File: src/rtl/stopwatch_ctrl.sv
// stopwatch_ctrl: start/stop/clear stopwatch FSM gating a DIV prescaler and a 4-digit BCD count; optional lap hold under LAP_HOLD_EN
module stopwatch_ctrl #(
  parameter int DIV  = 10,
  parameter int WRAP = 1
) (
  input  logic        cin,
  input  logic        reset,
  input  logic        start,
  input  logic        stop,
  input  logic        clear,
`ifdef LAP_HOLD_EN
  input  logic        lap,
`endif
  output logic [15:0] digits,
  output logic        tick,
  output logic        running,
  output logic        done
);
  localparam int PW = (DIV > 1) ? $clog2(DIV) : 1;
  localparam logic [PW-1:0] PMAX = PW'(DIV - 1);
  typedef enum logic [1:0] {IDLE, RUN, PAUSE, DONE} state_t;
  state_t        state_q, state_d;
  logic [PW-1:0] presc_q, presc_d;
  logic [15:0]   cnt_q, cnt_d, cnt_inc;
  logic          tick_q, tick_d;
  logic          carry;
  // ripple BCD +1: a digit at 9 wraps to 0 and passes the carry upward
  always_comb begin
    cnt_inc = cnt_q;
    carry = 1'b1;
    for (int i = 0; i < 4; i++) begin
      if (carry) begin
        cnt_inc[4*i +: 4] = (cnt_q[4*i +: 4] == 4'd9) ? 4'd0 : cnt_q[4*i +: 4] + 4'd1;
        carry = (cnt_q[4*i +: 4] == 4'd9);
      end
    end
  end
  // next state: clear beats stop beats start; stop in RUN freezes presc where it is
  always_comb begin
    state_d = state_q;
    presc_d = presc_q;
    cnt_d = cnt_q;
    tick_d = 1'b0;
    if (clear) begin
      state_d = IDLE;
      presc_d = '0;
      cnt_d = '0;
    end else if (state_q == IDLE) begin
      if (!stop && start) begin
        state_d = RUN;
        presc_d = '0;
      end
    end else if (state_q == PAUSE) begin
      if (!stop && start) state_d = RUN;
    end else if (state_q == RUN) begin
      if (stop) state_d = PAUSE;
      else if (presc_q == PMAX) begin
        presc_d = '0;
        tick_d = 1'b1;
        if (cnt_q == 16'h9999 && WRAP == 0) state_d = DONE;
        else cnt_d = cnt_inc;
      end else presc_d = presc_q + 1'b1;
    end
  end
  // state, prescaler, count and tick registers
  always_ff @(posedge cin) begin
    if (reset) begin
      state_q <= IDLE;
      presc_q <= '0;
      cnt_q <= '0;
      tick_q <= 1'b0;
    end else begin
      state_q <= state_d;
      presc_q <= presc_d;
      cnt_q <= cnt_d;
      tick_q <= tick_d;
    end
  end
  assign tick = tick_q;
  assign running = (state_q == RUN);
  assign done = (state_q == DONE);
`ifdef LAP_HOLD_EN
  logic        hold_q;
  logic [15:0] lap_q;
  // lap toggles a frozen snapshot of the count while RUN/PAUSE; clear drops it
  always_ff @(posedge cin) begin
    if (reset || clear) begin
      hold_q <= 1'b0;
      lap_q <= '0;
    end else if (lap && (state_q == RUN || state_q == PAUSE)) begin
      hold_q <= !hold_q;
      if (!hold_q) lap_q <= cnt_q;
    end
  end
  assign digits = hold_q ? lap_q : cnt_q;
`else
  assign digits = cnt_q;
`endif
endmodule

File: config.mk
export PLATFORM = sky130hd
export DESIGN_NAME = stopwatch_ctrl
export DESIGN_NICKNAME = d
export VERILOG_FILES = /design/src/rtl/stopwatch_ctrl.sv
export SDC_FILE = /design/constraint.sdc
export NUM_CORES = 1
export LEC_CHECK = 0
export ABC_AREA = 1
export BUFFER_PORTS_ARGS = -buffer_cell sky130_fd_sc_hd__buf_4
export CORE_MARGIN = 1
export CORE_UTILIZATION = 55
export CTS_BUF_LIST = sky130_fd_sc_hd__clkbuf_4
export DETAILED_ROUTE_END_ITERATION = 10
export PLACE_DENSITY = 0.78
export SYNTH_ARGS = -nofsm -noshare
export SYNTH_HDL_FRONTEND = slang
export SYNTH_SLANG_ARGS = --single-unit
File: constraint.sdc
create_clock -name cin -period 1.7 [get_ports cin]
set_input_delay 0.17 -clock cin [delete_from_list [all_inputs] [get_ports cin]]
set_output_delay 0.17 -clock cin [all_outputs]
set_load 0.005 [all_outputs]
=== After elaboration in Yosys (flattened, before gate mapping) ===
Cells that the tools add are included.
W data, S select, Z words.

* Flip-flop bits (word level): 23
* Output and inout bits: 19
* Logic and storage cells: 59

* Add/subtract/negate cells: 5
* Equality and inequality tests: 11
* Multiplexer cells: 18
* Bitwise logic cells: 4
* Reductions and logical operators: 14

{| class="wikitable"
|+ Operator list
! operator !! number
|-
| $mux W4 || 10
|-
| $add A4 B1 Y4 const B || 5
|-
| $eq A4 B4 Y1 const B || 5
|-
| $reduce_and A6 Y1 || 3
|-
| $mux W2 || 5
|-
| $reduce_bool A3 Y1 || 2
|-
| $reduce_or A6 Y1 || 1
|-
| $reduce_and A5 Y1 || 1
|-
| $eq A2 B2 Y1 const B || 2
|-
| $ne A2 B1 Y1 const B || 2
|-
| $not A1 Y1 || 4
|-
| $reduce_and A4 Y1 || 1
|-
| $mux W1 || 3
|-
| $eq A2 B1 Y1 const B || 1
|-
| $logic_not A2 Y1 || 1
|-
| $ne A2 B2 Y1 const B || 1
|-
| $reduce_and A2 Y1 || 1
|-
| $reduce_bool A2 Y1 || 1
|-
| $reduce_or A2 Y1 || 1
|-
| $logic_and A1 B1 Y1 || 1
|-
| $logic_not A1 Y1 || 1
|}

=== Longest topological paths before layout ===
Gate-level depths: netlist (run 1).

* Word-level depth: 6
* Mapped depth: 9
* Mapped depth without buffers: 9

=== Worst setup path after synthesis (run 1) ===
OpenSTA, ideal clock, no wires.

* Kind: flip-flop to flip-flop
* Start point: register presc_q[0]
* End point: register cnt_q[10], in the netlist digits[10]
* Setup time: 117 ps
* Arrival time: 1152 ps
* Setup slack: 431 ps
* Cell stages (with the launch flop): 8
* Path buffers: 1
* Cell sequence: dfxtp_1 > ha_1 > nand3_2 > nor2_4 > buf_6 > nand2_4 > o21ai_0 > nor2_1

* Word-level cells in the longest chain between the ends: 2

{| class="wikitable"
|+ Ends and longest elaborated chain
! what !! line !! source
|-
| start: declaration || 23 || <nowiki>logic [PW-1:0] presc_q, presc_d;</nowiki>
|-
| start signal: assignment || 74 || <nowiki>presc_q <= presc_d;</nowiki>
|-
| $eq A4 B4 Y1 || 57 || <nowiki>else if (presc_q == PMAX) begin</nowiki>
|-
| $reduce_and A6 Y1 (no line) || -- ||
|-
| end signal: assignment || 75 || <nowiki>cnt_q <= cnt_d;</nowiki>
|-
| end: declaration || 24 || <nowiki>logic [15:0] cnt_q, cnt_d, cnt_inc;</nowiki>
|}

Every way passes these cells.
A chain may end at the register's enable or synchronous reset.

=== Final worst setup path (run 1) ===
* Start point: register presc_q[0]
* End point: register cnt_q[9], in the netlist digits[9]

Same word-level chain as after synthesis.

==> results_dict.tcl, run 1 <==
set metrics [dict create \
    outcome "completed" \
    numClockSinks 23 \
    die_area_um2 2520 \
    hold-path-cell-count 3 \
    grt_pass1_wl_mm 4.43 \
    reg2regPathDepth 8 \
    cts_hold_buf 0 \
    final_common_cell "sky130_fd_sc_hd__nand2_1" \
    timing.critical_path.arrival_ps 1780 \
    yosys.area.top_type "sky130_fd_sc_hd__dfxtp_1" \
    period_needed_ps 1520 \
    floorplan.io_pins 24 \
    kind_of_end_point_of_the_critical_path "flop" \
    post_synth_inst_count 186 \
    synth_largest_type_area_fraction_pct 36.1 \
    cts_post_setup_buffers_inserted 0 \
    rsz0062_at_grt "false" \
    cts_root_buf "sky130_fd_sc_hd__clkbuf_4" \
    gp_routability_congestion 0.876 \
    most_frequent_cells_in_the_layout "sky130_fd_sc_hd__nand2_1 (45), sky130_fd_sc_hd__buf_4 (25), sky130_fd_sc_hd__inv_1 (23), sky130_fd_sc_hd__nor2_1 (23), sky130_fd_sc_hd__dfxtp_1 (23)" \
    reg_to_reg_startpoint "presc_q[0]" \
    detailed_routing_iterations_pass_1 4 \
    synth_area_leaders "sky130_fd_sc_hd__dfxtp_1 (36%), sky130_fd_sc_hd__nand2_1 (13%), sky130_fd_sc_hd__inv_1 (6.8%)" \
    syn_area_um2 1280 \
    pin_count_of_the_biggest_net_entering_global_routing 18 \
    synth_seq_cells 23 \
    final.period_utilization_pct 89.4 \
    r2r_end "digits[9]" \
    dp_hpwl_mm 2.05 \
    antenna_found_initial 0 \
    crit_fanout 8 \
    p_sw_mw 0.183 \
    internal-power_mw 0.661 \
    fill_cells 201 \
    min-delay-path-class "in -> reg" \
    finalClockSkew_ps 8.23 \
    buffer_ports.inserted 23 \
    remaining_drc_errors 0 \
    antenna_cells_inserted 0 \
    timing.fmax_ghz 0.658 \
    clk_latency_ps 310 \
    htree_num_levels 1 \
    clockPowerShare_pct 31.6 \
    cts_repair_resize_count 0 \
    finalSetupTns_ps 0 \
    share_of_synthesized_area_occupied_by_flip_flops_and_latches_pct 36.1 \
    ys_warn_count 0 \
    detailroute.via_count 1184 \
    startpoint_type "flop" \
    floorplan.die.height_um 50.2 \
    seqPwrFrac_pct 64.1 \
    timing.final.setup_violations 0 \
    ctsLongestPathBuffers 2 \
    width_of_the_chip_um 50.2 \
    hold_violations 0 \
    placeableCoreArea_um2 2190 \
    gr-usage-all-layers_pct 22.9 \
    cellLeakagePower_nw 0.687 \
    antenna_violating_nets_post_route 0 \
    hold-path-endpoint "state_q[0]" \
    dpl_worst_slack_ps 207 \
    multi_input_area_um2 681 \
    syn_to_final_growth_pct 18.0 \
    regToRegSetupSlack_ps 180 \
    rows 17 \
    pwr_density_cell_nw_per_um2 560 \
    timing.setup.critical_path_class "reg -> reg" \
    peak_vdd_ir_uv 561 \
    dpl_cell_area_um2 1480 \
    cts_tree "done" \
    layout_cell_share_with_drive_strength_beyond_1_pct 24.4 \
    synth.net_count 193 \
    clk_transition_reported_paths_ps 130 \
    nets 221 \
    crit_required_ps 1960 \
    first_global_vias 1121 \
    power.share.switching_pct 21.7 \
    timing_worst_slew_pin_value_ps 387 \
    ff_latch_area_um2 460 \
    avgSynthCellArea_um2 6.86 \
    timing.final.max_slew_violations 0 \
    routed_wl_mm 2.58 \
    timing.max_cap.violations 0 \
    cts_buffers 3 \
    final_setup_slack_of_the_worst_path_ps 181 \
    drt_iter0_markers 32 \
    gr-total-overflow 0 \
    final_area_um2 1510 \
    mean_routed_wirelength_per_cell_um 10.7 \
    slew_headroom_pct 73.9 \
    power.share.combinational_pct 4.4 \
    timing.hold.worst.start "start" \
    viasPerCell 4.91 \
    floorplan.initialDensity_pct 58.3 \
    synth.lib_cells_used.distinct 24 \
]
-- routing by layer --
| metal | part of all wire (%) | track usage, % |
|---|---|---|
| met1 | 44 | 24.8 |
| met4 | 0.66 | 9.52 |
| met5 | 0 | 0 |
| met2 | 52 | 43.1 |
| met3 | 3.8 | 3.64 |
-- area by class of cell --
type | count | share of cell area [%]
inverter | 30 | 7.48
multi-input combinational | 131 | 45.2
sequential | 23 | 30.6
timing repair buffer | 25 | 12.5
tap | 28 | 2.33
clock buffer | 4 | 1.99
-- critical path, stage by stage, from the launching register on --
cell and delay, ps:
sky130_fd_sc_hd__dfxtp_1 420, sky130_fd_sc_hd__ha_1 200, sky130_fd_sc_hd__nand3_2 110, sky130_fd_sc_hd__nor2_4 250
sky130_fd_sc_hd__buf_4 180, sky130_fd_sc_hd__nand3_2 100, sky130_fd_sc_hd__nand2_1 80, sky130_fd_sc_hd__nand2_1 50
sky130_fd_sc_hd__nor2_1 90
-- per-stage QoR --
step           utilization (%)  instances  total power [mW]  hold slack [ps]
2_1_floorplan                -        186             0.576              360
3_3_place_gp              67.4        237             0.588              484
3_5_place_dp              67.4        237             0.589              490
4_1_cts                   68.8        241             0.853              179
5_1_grt                   68.8        241             0.876              214
6_report                  68.8        241             0.844              186
-- logic make-up (layout without fill, tap and decap cells) --
logic type | after synthesis | after routing | share of synthesized area [%]
AO/OA/AOI/OAI | 22 | 22 | 8.92
XOR/XNOR | 2 | 2 | 1.37
adder cells (fa/ha/maj) | 2 | 2 | 1.96
buffers and inverters | 32 | 59 | 10.6
flip-flops | 23 | 23 | 36.1
AND/OR/NAND/NOR | 105 | 105 | 41.1
-- power by group through the flow --
stage / sequential (mW) / combinational [mW] / clock [mW]
after floorplan: 0.552 / 0.0233 / 0
after global placement: 0.553 / 0.0358 / 0
after detailed placement: 0.553 / 0.0368 / 0
after CTS: 0.541 / 0.0369 / 0.276
after global routing: 0.541 / 0.0414 / 0.294
final: 0.541 / 0.0369 / 0.266
-- registers in the layout, summed over array words and instances, names as in the netlist --
name and cells:
digits 16, presc_q 4, state_q 2, tick 1
-- synth_stat cells, drive strengths merged --
cell     n
nand2   50
nor2    30
inv     28
dfxtp   23
nand3   18
a21oi   11
o21ai   11
nor3     4
buf      2
clkinv   2
ha       2
nand4    2
nand3b   1
xnor2    1
xor2     1
-- how the worst max path moves through the flow --
stage | startpoint | endpoint | slack [ps] | depth (start not counted)
after floorplan | presc_q[0] | digits[10] | 430 | 7
after global placement | presc_q[0] | digits[13] | 270 | 7
after detailed placement | presc_q[0] | digits[9] | 210 | 8
after CTS | presc_q[0] | digits[9] | 180 | 8
after global routing | presc_q[0] | digits[9] | 50 | 8
final | presc_q[0] | digits[9] | 180 | 8
No activity file was read; power rests on OpenSTA's default activity.
==> run 2, diff against run 1 <==
--- a/config.mk
+++ b/config.mk
@@ -9,7 +9,7 @@
 export BUFFER_PORTS_ARGS = -buffer_cell sky130_fd_sc_hd__buf_4
 export CORE_MARGIN = 1
 export CORE_UTILIZATION = 55
-export CTS_BUF_LIST = sky130_fd_sc_hd__clkbuf_4
+export CTS_BUF_LIST = sky130_fd_sc_hd__clkbuf_8
 export DETAILED_ROUTE_END_ITERATION = 10
 export PLACE_DENSITY = 0.78
 export SYNTH_ARGS = -nofsm -noshare
==> results_dict.tcl, run 2 (synthesis gave the netlist of run 1 again) <==
set metrics [dict create \
    placed_cells 237 \
    hold-path-endpoint "state_q[0]" \
    antenna_found_initial 0 \
    gr-total-overflow 0 \
    die_area_um2 2520 \
    reg_to_reg_startpoint "presc_q[0]" \
    antenna_cells_inserted 0 \
    finish.utilization_pct 69.4 \
    clk_transition_reported_paths_ps 80 \
    period_needed_ps 1510 \
    dp_hpwl_mm 2.05 \
    dr_wl_met3_um 93 \
    rows 17 \
    floorplan.initialDensity_pct 58.3 \
    syn_to_final_growth_pct 19.2 \
    report.power.total_mw 0.907 \
    numClockSinks 23 \
    slew_headroom_pct 74.0 \
    cts_tree "done" \
    antenna_violating_nets_post_route 0 \
    startpoint_type "flop" \
    routed_wl_mm 2.61 \
    pin_count_of_the_biggest_net_entering_global_routing 18 \
    floorplan.io_pins 24 \
    timing.hold.worst.start "start" \
    critPathTopFamily "simple AND/OR/NAND/NOR gates" \
    timing.final.max_slew_violations 0 \
    kind_of_end_point_of_the_critical_path "flop" \
    first_global_vias 1113 \
    nets 221 \
    drt_iter0_markers 28 \
    timing.max_cap.violations 0 \
    detailroute.via_count 1197 \
    finalClockSkew_ps 5.29 \
    timing.setup.critical_path_class "reg -> reg" \
    ctsLongestPathBuffers 2 \
    placeableCoreArea_um2 2190 \
    outcome "completed" \
    grt_pass1_wl_mm 4.47 \
    htree_num_levels 1 \
    largest_reg_flops 16 \
    detailroute.wirelength.met2_mm 1.34 \
    hold-path-cell-count 3 \
    crit_fanout 8 \
    hold_violations 0 \
    width_of_the_chip_um 50.2 \
    final.period_utilization_pct 89.1 \
    max_stage_delay_ps 400 \
    gp_routability_congestion 0.876 \
    sum_of_routed_wire_segments_on_met1_mm 1.13 \
    timing.fmax_ghz 0.660 \
    peak_vdd_ir_uv 695 \
    cts_repair_resize_count 0 \
    crit_required_ps 1910 \
    layout_cell_share_with_drive_strength_beyond_1_pct 23.9 \
    cts_hold_buf 0 \
    cp_num_buf_inv 1 \
    cells_along_the_critical_path "ha_1 > nand3_2 > nor2_4 > buf_4 > nand3_2 > nand2_1 > nand2_1 > nor2_1" \
    cts_root_buf "sky130_fd_sc_hd__clkbuf_8" \
    regToRegSetupSlack_ps 190 \
    cts_post_setup_buffers_inserted 0 \
    finalSetupTns_ps 0 \
    min-delay-path-class "in -> reg" \
    timing.critical_path.arrival_ps 1720 \
    critical-path-slowest-cell "sky130_fd_sc_hd__dfxtp_1" \
    r2r_end "digits[9]" \
    final_common_cell "sky130_fd_sc_hd__nand2_1" \
    buffer_ports.inserted 23 \
    detailed_routing_iterations_pass_1 4 \
    most_frequent_cells_in_the_layout "sky130_fd_sc_hd__nand2_1 (45), sky130_fd_sc_hd__buf_4 (25), sky130_fd_sc_hd__inv_1 (24)" \
    final_cell_count_no_fill 241 \
    reg2regPathDepth 8 \
    timing.final.setup_violations 0 \
    floorplan.die.height_um 50.2 \
    mean_routed_wirelength_per_cell_um 10.8 \
    viasPerCell 4.97 \
    cts_buffers 3 \
    pwr_density_cell_nw_per_um2 596 \
    clk_latency_ps 260 \
    cellLeakagePower_nw 0.695 \
    rsz0062_at_grt "false" \
    highest-signal-layer "met4" \
    remaining_drc_errors 0 \
    timing_worst_slew_pin_value_ps 386 \
    gr-usage-all-layers_pct 23.4 \
]
[run 2: worst max-delay path by stage]
stage	startpoint	to	slack (ps)	cells past startpoint
floorplan	presc_q[0]	digits[10]	430	7
global placement	presc_q[0]	digits[13]	270	7
detailed placement	presc_q[0]	digits[9]	210	8
CTS	presc_q[0]	digits[9]	190	8
global route	presc_q[0]	digits[9]	70	8
finish	presc_q[0]	digits[9]	190	8
[run 2: routing by layer]
layer	track usage (%)	up-vias
met5	0	-
met4	10.5	0
met3	4.55	5
met2	43.3	21
met1	25.1	537
li1	-	634
[run 2: cell type report]
type	instances	area, µm²
sequential	23	460
multi-input combinational	131	681
fill	197	669
clock buffer	3	41.3
tap	28	35.0
clock inverter	1	3.75
timing repair buffer	25	188
inverter	30	113
[run 2: report_power, final]
part / switching (mW) / internal, mW / total (mW)
sequential: 0.000916 / 0.539 / 0.540
clock: 0.169 / 0.161 / 0.330
combinational: 0.0231 / 0.0140 / 0.0370
total: 0.193 / 0.714 / 0.907
[run 2: worst reg2reg max path, stage by stage, from the launching register on]
cell and delay (ps):
sky130_fd_sc_hd__dfxtp_1 400, sky130_fd_sc_hd__ha_1 200, sky130_fd_sc_hd__nand3_2 110, sky130_fd_sc_hd__nor2_4 250, sky130_fd_sc_hd__buf_4 190, sky130_fd_sc_hd__nand3_2 100
sky130_fd_sc_hd__nand2_1 80, sky130_fd_sc_hd__nand2_1 50, sky130_fd_sc_hd__nor2_1 90
[run 2: per-stage QoR]
| stage | hold WS [ps] | setup WS, ps | cell area [µm²] |
|---|---|---|---|
| floorplan | 360 | 431 | 1280 |
| global placement | 484 | 273 | 1480 |
| detailed placement | 490 | 207 | 1480 |
| CTS | 232 | 187 | 1520 |
| global route | 269 | 69.6 | 1520 |
| finish | 235 | 186 | 1520 |
